==> src/rtl/data_sram_bridge.sv <==
// Data-side SRAM-style to addr_ok/data_ok bus bridge.
// Single outstanding request; load results extended here.
module data_sram_bridge #(
  parameter int ADDR_W = 32
) (
  input  logic              clk,
  input  logic              resetn,
  input  logic              sram_data_ena,
  input  logic [3:0]        sram_data_wen,
  input  logic [3:0]        sram_load_type,
  input  logic              sram_uncached,
  input  logic [31:0]       sram_data_vaddr,
  input  logic [ADDR_W-1:0] sram_data_psyaddr,
  input  logic [31:0]       sram_data_wdata,
  input  logic              flush,
  output logic [31:0]       sram_data_rdata,
  output logic              data_stall,
  output logic              bus_req,
  output logic              bus_wr,
  output logic [1:0]        bus_size,
  output logic [ADDR_W-1:0] bus_addr,
  output logic [3:0]        bus_wstrb,
  output logic [31:0]       bus_wdata,
  output logic              bus_uncached,
  input  logic              bus_addr_ok,
  input  logic              bus_data_ok,
  input  logic [31:0]       bus_rdata
);

  typedef enum logic [1:0] {
    IDLE = 2'd0,
    ADDR = 2'd1,
    DATA = 2'd2
  } state_t;

  localparam logic [3:0] LT_LB  = 4'd1;
  localparam logic [3:0] LT_LBU = 4'd2;
  localparam logic [3:0] LT_LH  = 4'd3;
  localparam logic [3:0] LT_LHU = 4'd4;

  state_t            state;
  logic [3:0]        wen_q;
  logic [3:0]        lt_q;
  logic              unc_q;
  logic [ADDR_W-1:0] addr_q;
  logic [31:0]       wdata_q;
  logic [1:0]        size_q;
  logic              req_q;
  logic              wr_q;
  logic [31:0]       rdata_q;

  logic              accept;
  logic [1:0]        next_size;
  logic [7:0]        byte_lane;
  logic [15:0]       half_lane;
  logic [31:0]       ext_data;

  // vaddr is trace-only
  logic unused_ok;
  assign unused_ok = ^sram_data_vaddr;

  function automatic logic [1:0] st_size(input logic [3:0] wen);
    logic [1:0] s;
    unique case (wen)
      4'b0001, 4'b0010,
      4'b0100, 4'b1000: s = 2'd0;
      4'b0011, 4'b1100: s = 2'd1;
      default:          s = 2'd2;
    endcase
    return s;
  endfunction

  function automatic logic [1:0] ld_size(input logic [3:0] lt);
    logic [1:0] s;
    unique case (lt)
      LT_LB, LT_LBU: s = 2'd0;
      LT_LH, LT_LHU: s = 2'd1;
      default:       s = 2'd2;
    endcase
    return s;
  endfunction

  assign accept = (state == IDLE) & sram_data_ena & ~flush;

  assign next_size = (|sram_data_wen) ? st_size(sram_data_wen)
                                      : ld_size(sram_load_type);

  always_comb begin
    byte_lane = bus_rdata[7:0];
    unique case (addr_q[1:0])
      2'd0: byte_lane = bus_rdata[7:0];
      2'd1: byte_lane = bus_rdata[15:8];
      2'd2: byte_lane = bus_rdata[23:16];
      2'd3: byte_lane = bus_rdata[31:24];
      default: byte_lane = bus_rdata[7:0];
    endcase
  end

  assign half_lane = addr_q[1] ? bus_rdata[31:16] : bus_rdata[15:0];

  always_comb begin
    ext_data = bus_rdata;
    unique case (lt_q)
      LT_LB:   ext_data = {{24{byte_lane[7]}}, byte_lane};
      LT_LBU:  ext_data = {24'd0, byte_lane};
      LT_LH:   ext_data = {{16{half_lane[15]}}, half_lane};
      LT_LHU:  ext_data = {16'd0, half_lane};
      default: ext_data = bus_rdata;
    endcase
  end

  always_ff @(posedge clk or negedge resetn) begin
    if (!resetn) begin
      state   <= IDLE;
      wen_q   <= '0;
      lt_q    <= '0;
      unc_q   <= 1'b0;
      addr_q  <= '0;
      wdata_q <= '0;
      size_q  <= '0;
      req_q   <= 1'b0;
      wr_q    <= 1'b0;
      rdata_q <= '0;
    end else begin
      unique case (state)
        IDLE: begin
          if (accept) begin
            wen_q   <= sram_data_wen;
            lt_q    <= sram_load_type;
            unc_q   <= sram_uncached;
            addr_q  <= sram_data_psyaddr;
            wdata_q <= sram_data_wdata;
            size_q  <= next_size;
            wr_q    <= |sram_data_wen;
            req_q   <= 1'b1;
            state   <= ADDR;
          end
        end
        ADDR: begin
          if (bus_addr_ok) begin
            req_q <= 1'b0;
            state <= DATA;
          end
        end
        DATA: begin
          if (bus_data_ok) begin
            state <= IDLE;
            if (!wr_q) rdata_q <= ext_data;
          end
        end
        default: state <= IDLE;
      endcase
    end
  end

  assign data_stall = accept
                    | (state == ADDR)
                    | ((state == DATA) & ~bus_data_ok);

  assign bus_req         = req_q;
  assign bus_wr          = wr_q;
  assign bus_size        = size_q;
  assign bus_addr        = addr_q;
  assign bus_wstrb       = wen_q;
  assign bus_wdata       = wdata_q;
  assign bus_uncached    = unc_q;
  assign sram_data_rdata = rdata_q;

endmodule

==> config.mk <==
export PLATFORM = sky130hd
export DESIGN_NAME = data_sram_bridge
export DESIGN_NICKNAME = d
export VERILOG_FILES = /design/src/rtl/data_sram_bridge.sv
export SDC_FILE = /design/constraint.sdc
export NUM_CORES = 1
export LEC_CHECK = 0
export CORE_MARGIN = 2
export CORE_UTILIZATION = 40
export DETAILED_ROUTE_END_ITERATION = 8
export PLACE_DENSITY_LB_ADDON = 0.25
export SLEW_MARGIN = 20
export SYNTH_ARGS = -nofsm -noshare
export SYNTH_HDL_FRONTEND = slang
export SYNTH_SLANG_ARGS = --single-unit
==> constraint.sdc <==
create_clock -name clk -period 2 [get_ports clk]
set_clock_uncertainty 0.05 [all_clocks]
set_input_delay 0.4 -clock clk [delete_from_list [all_inputs] [get_ports clk]]
set_output_delay 0.4 -clock clk [all_outputs]
set_load 0.1 [all_outputs]
==> results_dict.tcl <==
set metrics [dict create \
    status "finished with violations" \
    violations "setup timing" \
    dp_hpwl_um 10700 \
    clk_pin_slew_ns 0.07 \
    synth_compound_area_frac 0.09929 \
    synth-simple-area-share 0.2603 \
    grt_pass1_wl_um 23440 \
    wl_met3_um 1218 \
    synth_nets 692 \
    start_kind "flop" \
    vias_per_cell 5.047 \
    worstSkewPairLatency_ns 0.35 \
    portBuffers 216 \
    hold_violations 0 \
    path_cells "or4b_4 -> nand3_4 -> buf_12" \
    hp-class "reg -> reg" \
    wl_met2_um 6967 \
    worst_pin_slew_ns 0.5430 \
    antenna_cells 0 \
    overflow 0 \
    antenna_found_initial 0 \
    maxSlewViolCount 0 \
    synth_commonest_cells "250 x nand2_1, 111 x dfrtp_1, 32 x nor2_1" \
    dr.max_layer_used "met4" \
    synth_most_common_cell "nand2_1" \
    drt_iter0_drc 230 \
    dr.pass1.iters 4 \
    maxSlewHeadroom 0.6277 \
    drt-total-wl_um 14570 \
    drcViolationCount 0 \
    final_nets 919 \
    nFillCells 1006 \
    cp_slowest_stage_delay_ns 0.57 \
    ys_ff_latch 111 \
    fmax_mhz 492.8 \
    fin_ws_ns -0.02920 \
    cap_violations 0 \
    synth-main-ff-cell "dfrtp_1" \
    die_h_um 115.0 \
    ant_nets 0 \
    rsz0062_at_grt "true" \
    required_ns 1.55 \
    die_width_um 115.0 \
    synth.area.top_cells "dfrtp_1 56%, nand2_1 19%, mux2_2 3.4%" \
    clockBufferDepth 2 \
    r2r_cells 5 \
    synthCells 549 \
    finalCriticalPeriod_ns 2.029 \
    finalCritPeriodShare 1.015 \
    synth-xor-area-share 0.001778 \
    placed_cells 910 \
    yosys.area.top_type "dfrtp_1" \
    path_max_fanout 2 \
    die_area_um2 13220 \
    pre_cts_ws_ns -0.3096 \
    holdPathStages 2 \
    clock-sinks 111 \
    vias 4684 \
    instances_no_fill 928 \
    grt_max_degree 52 \
    gp_congestion 0.8368 \
    grt_pass1_vias 4762 \
    synth_area_um2 4927 \
    syn_to_final_growth_pct 53.96 \
    cp-end-kind "output pin" \
    slowest_stage "or4b_4" \
    synthMuxAreaShare 0.04292 \
    cts_tree "yes" \
    synth_edf_count 0 \
    ios 249 \
    synth.top_cell.area_share 0.5637 \
    core_um2 12010 \
    start_util 0.4102 \
    final_layout_size_suffix_gt1_frac 0.2433 \
    synth_warnings 0 \
    row_count 40 \
    async_reset_ff_frac 1.000 \
    yosysSeqAreaShare 0.5637 \
    avgRoutedWirePerCell_um 15.70 \
    crit_type "reg -> out" \
    cts-root-buf "clkbuf_16" \
    arrival_ns 1.58 \
    numCtsBuffers 9 \
    synthAdderAreaFrac 0 \
    track_usage 0.2245 \
    synth_top_family_by_area "simple AND/OR/NAND/NOR gates" \
    wl_met1_um 5951 \
    setup_viol 1 \
    htreeDepth 3 \
    synth_area_per_cell_um2 8.975 \
    yosys.cell_types.count 44 \
]
==> sequential cells by signal (all words and copies together), names as in the netlist <==
name / flops
bus_wdata: 32
sram_data_rdata: 32
state: 2
bus_size: 2
bus_wr: 1
bus_addr: 32
bus_req: 1
lt_q: 4
bus_wstrb: 4
bus_uncached: 1
==> per-layer routing <==
metal,vias up,track usage
li1,2242,-
met1,2220,0.2809
met2,196,0.3710
met3,26,0.05430
met4,0,0.1004
met5,-,0
==> cell families (layout without fill, tap and decap cells) <==
| logic type | count (synthesis) | count (layout) |
|---|---|---|
| compound gates | 73 | 73 |
| flops | 111 | 111 |
| xor+xnor | 1 | 1 |
| mux | 18 | 18 |
| simple gates | 313 | 313 |
| buf+inv | 33 | 265 |
==> cells in the final DEF (no fill, tap or decap), types with 2 or more instances in the layout <==
cell type and count:
clkbuf_16 9, dlygate4sd2_1 2, a221oi_1 3, nor2_1 31
clkdlybuf4s50_1 107, nor2_4 2, nand2_1 250, a221oi_2 4
o22ai_1 2, o21ai_0 18, nor3_1 11, o21ai_1 10
mux2i_1 2, mux2_2 15, dfrtp_1 109, nor2b_1 2
a22o_1 2, buf_4 124, a211oi_1 8, a21oi_1 17
buf_12 14, clkinvlp_4 3, a31oi_1 2, nand2b_1 4
==> what timing repair did <==
item	CTS	global route
buffers inserted	1	0
hold buffers	1	0
hold endpoints to repair	33	0
setup endpoints to repair	1	19
resized for setup	4	3
pin swaps	3	1
==> final cells by class <==
type	instances	area, um2	area share
Clock buffer	10	229.0	0.03018
Clock inverter	6	45.04	0.005938
Inverter	1	3.754	0.0004948
Multi-Input combinational cell	405	2032	0.2679
Sequential cell	111	2783	0.3668
Tap cell	147	183.9	0.02425
Timing Repair Buffer	248	2310	0.3045
==> worst paths after layout <==
| path | startpoint | end | slack, ns |
|---|---|---|---|
| max | state[0] | data_stall | -0.03 |
| min | bus_addr[23] | bus_addr[23] | 0.43 |
| max reg2reg | state[0] | bus_addr[31] | 0.23 |
| min reg2reg | bus_addr[23] | bus_addr[23] | 0.43 |
| max in group asynchronous | resetn | bus_addr[1] | 0.78 |
| min in group asynchronous | resetn | sram_data_rdata[22] | 0.50 |
==> stage by stage <==
stage	util	TNS, ns	cell area [um2]	hold WS (ns)
CTS	0.6305	-0.05005	7574	0.4320
global route	0.6316	-0.06513	7586	0.4535
detailed placement	0.6059	-19.29	7278	0.3414
global placement	0.6059	-16.07	7278	0.3375
finish	0.6316	-0.02920	7586	0.4279
floorplan	-	-0.02070	4959	0.05441
==> worst max-delay path, delay by kind of cell (launching register included) <==
family | cells | cell delay (ns)
buffers and inverters | 1 | 0.17
AND/OR/NAND/NOR | 2 | 0.68
flip-flops | 1 | 0.38
Power is not shown: default switching activity piles up to over one toggle a cycle in this logic, so the estimate is an artifact.
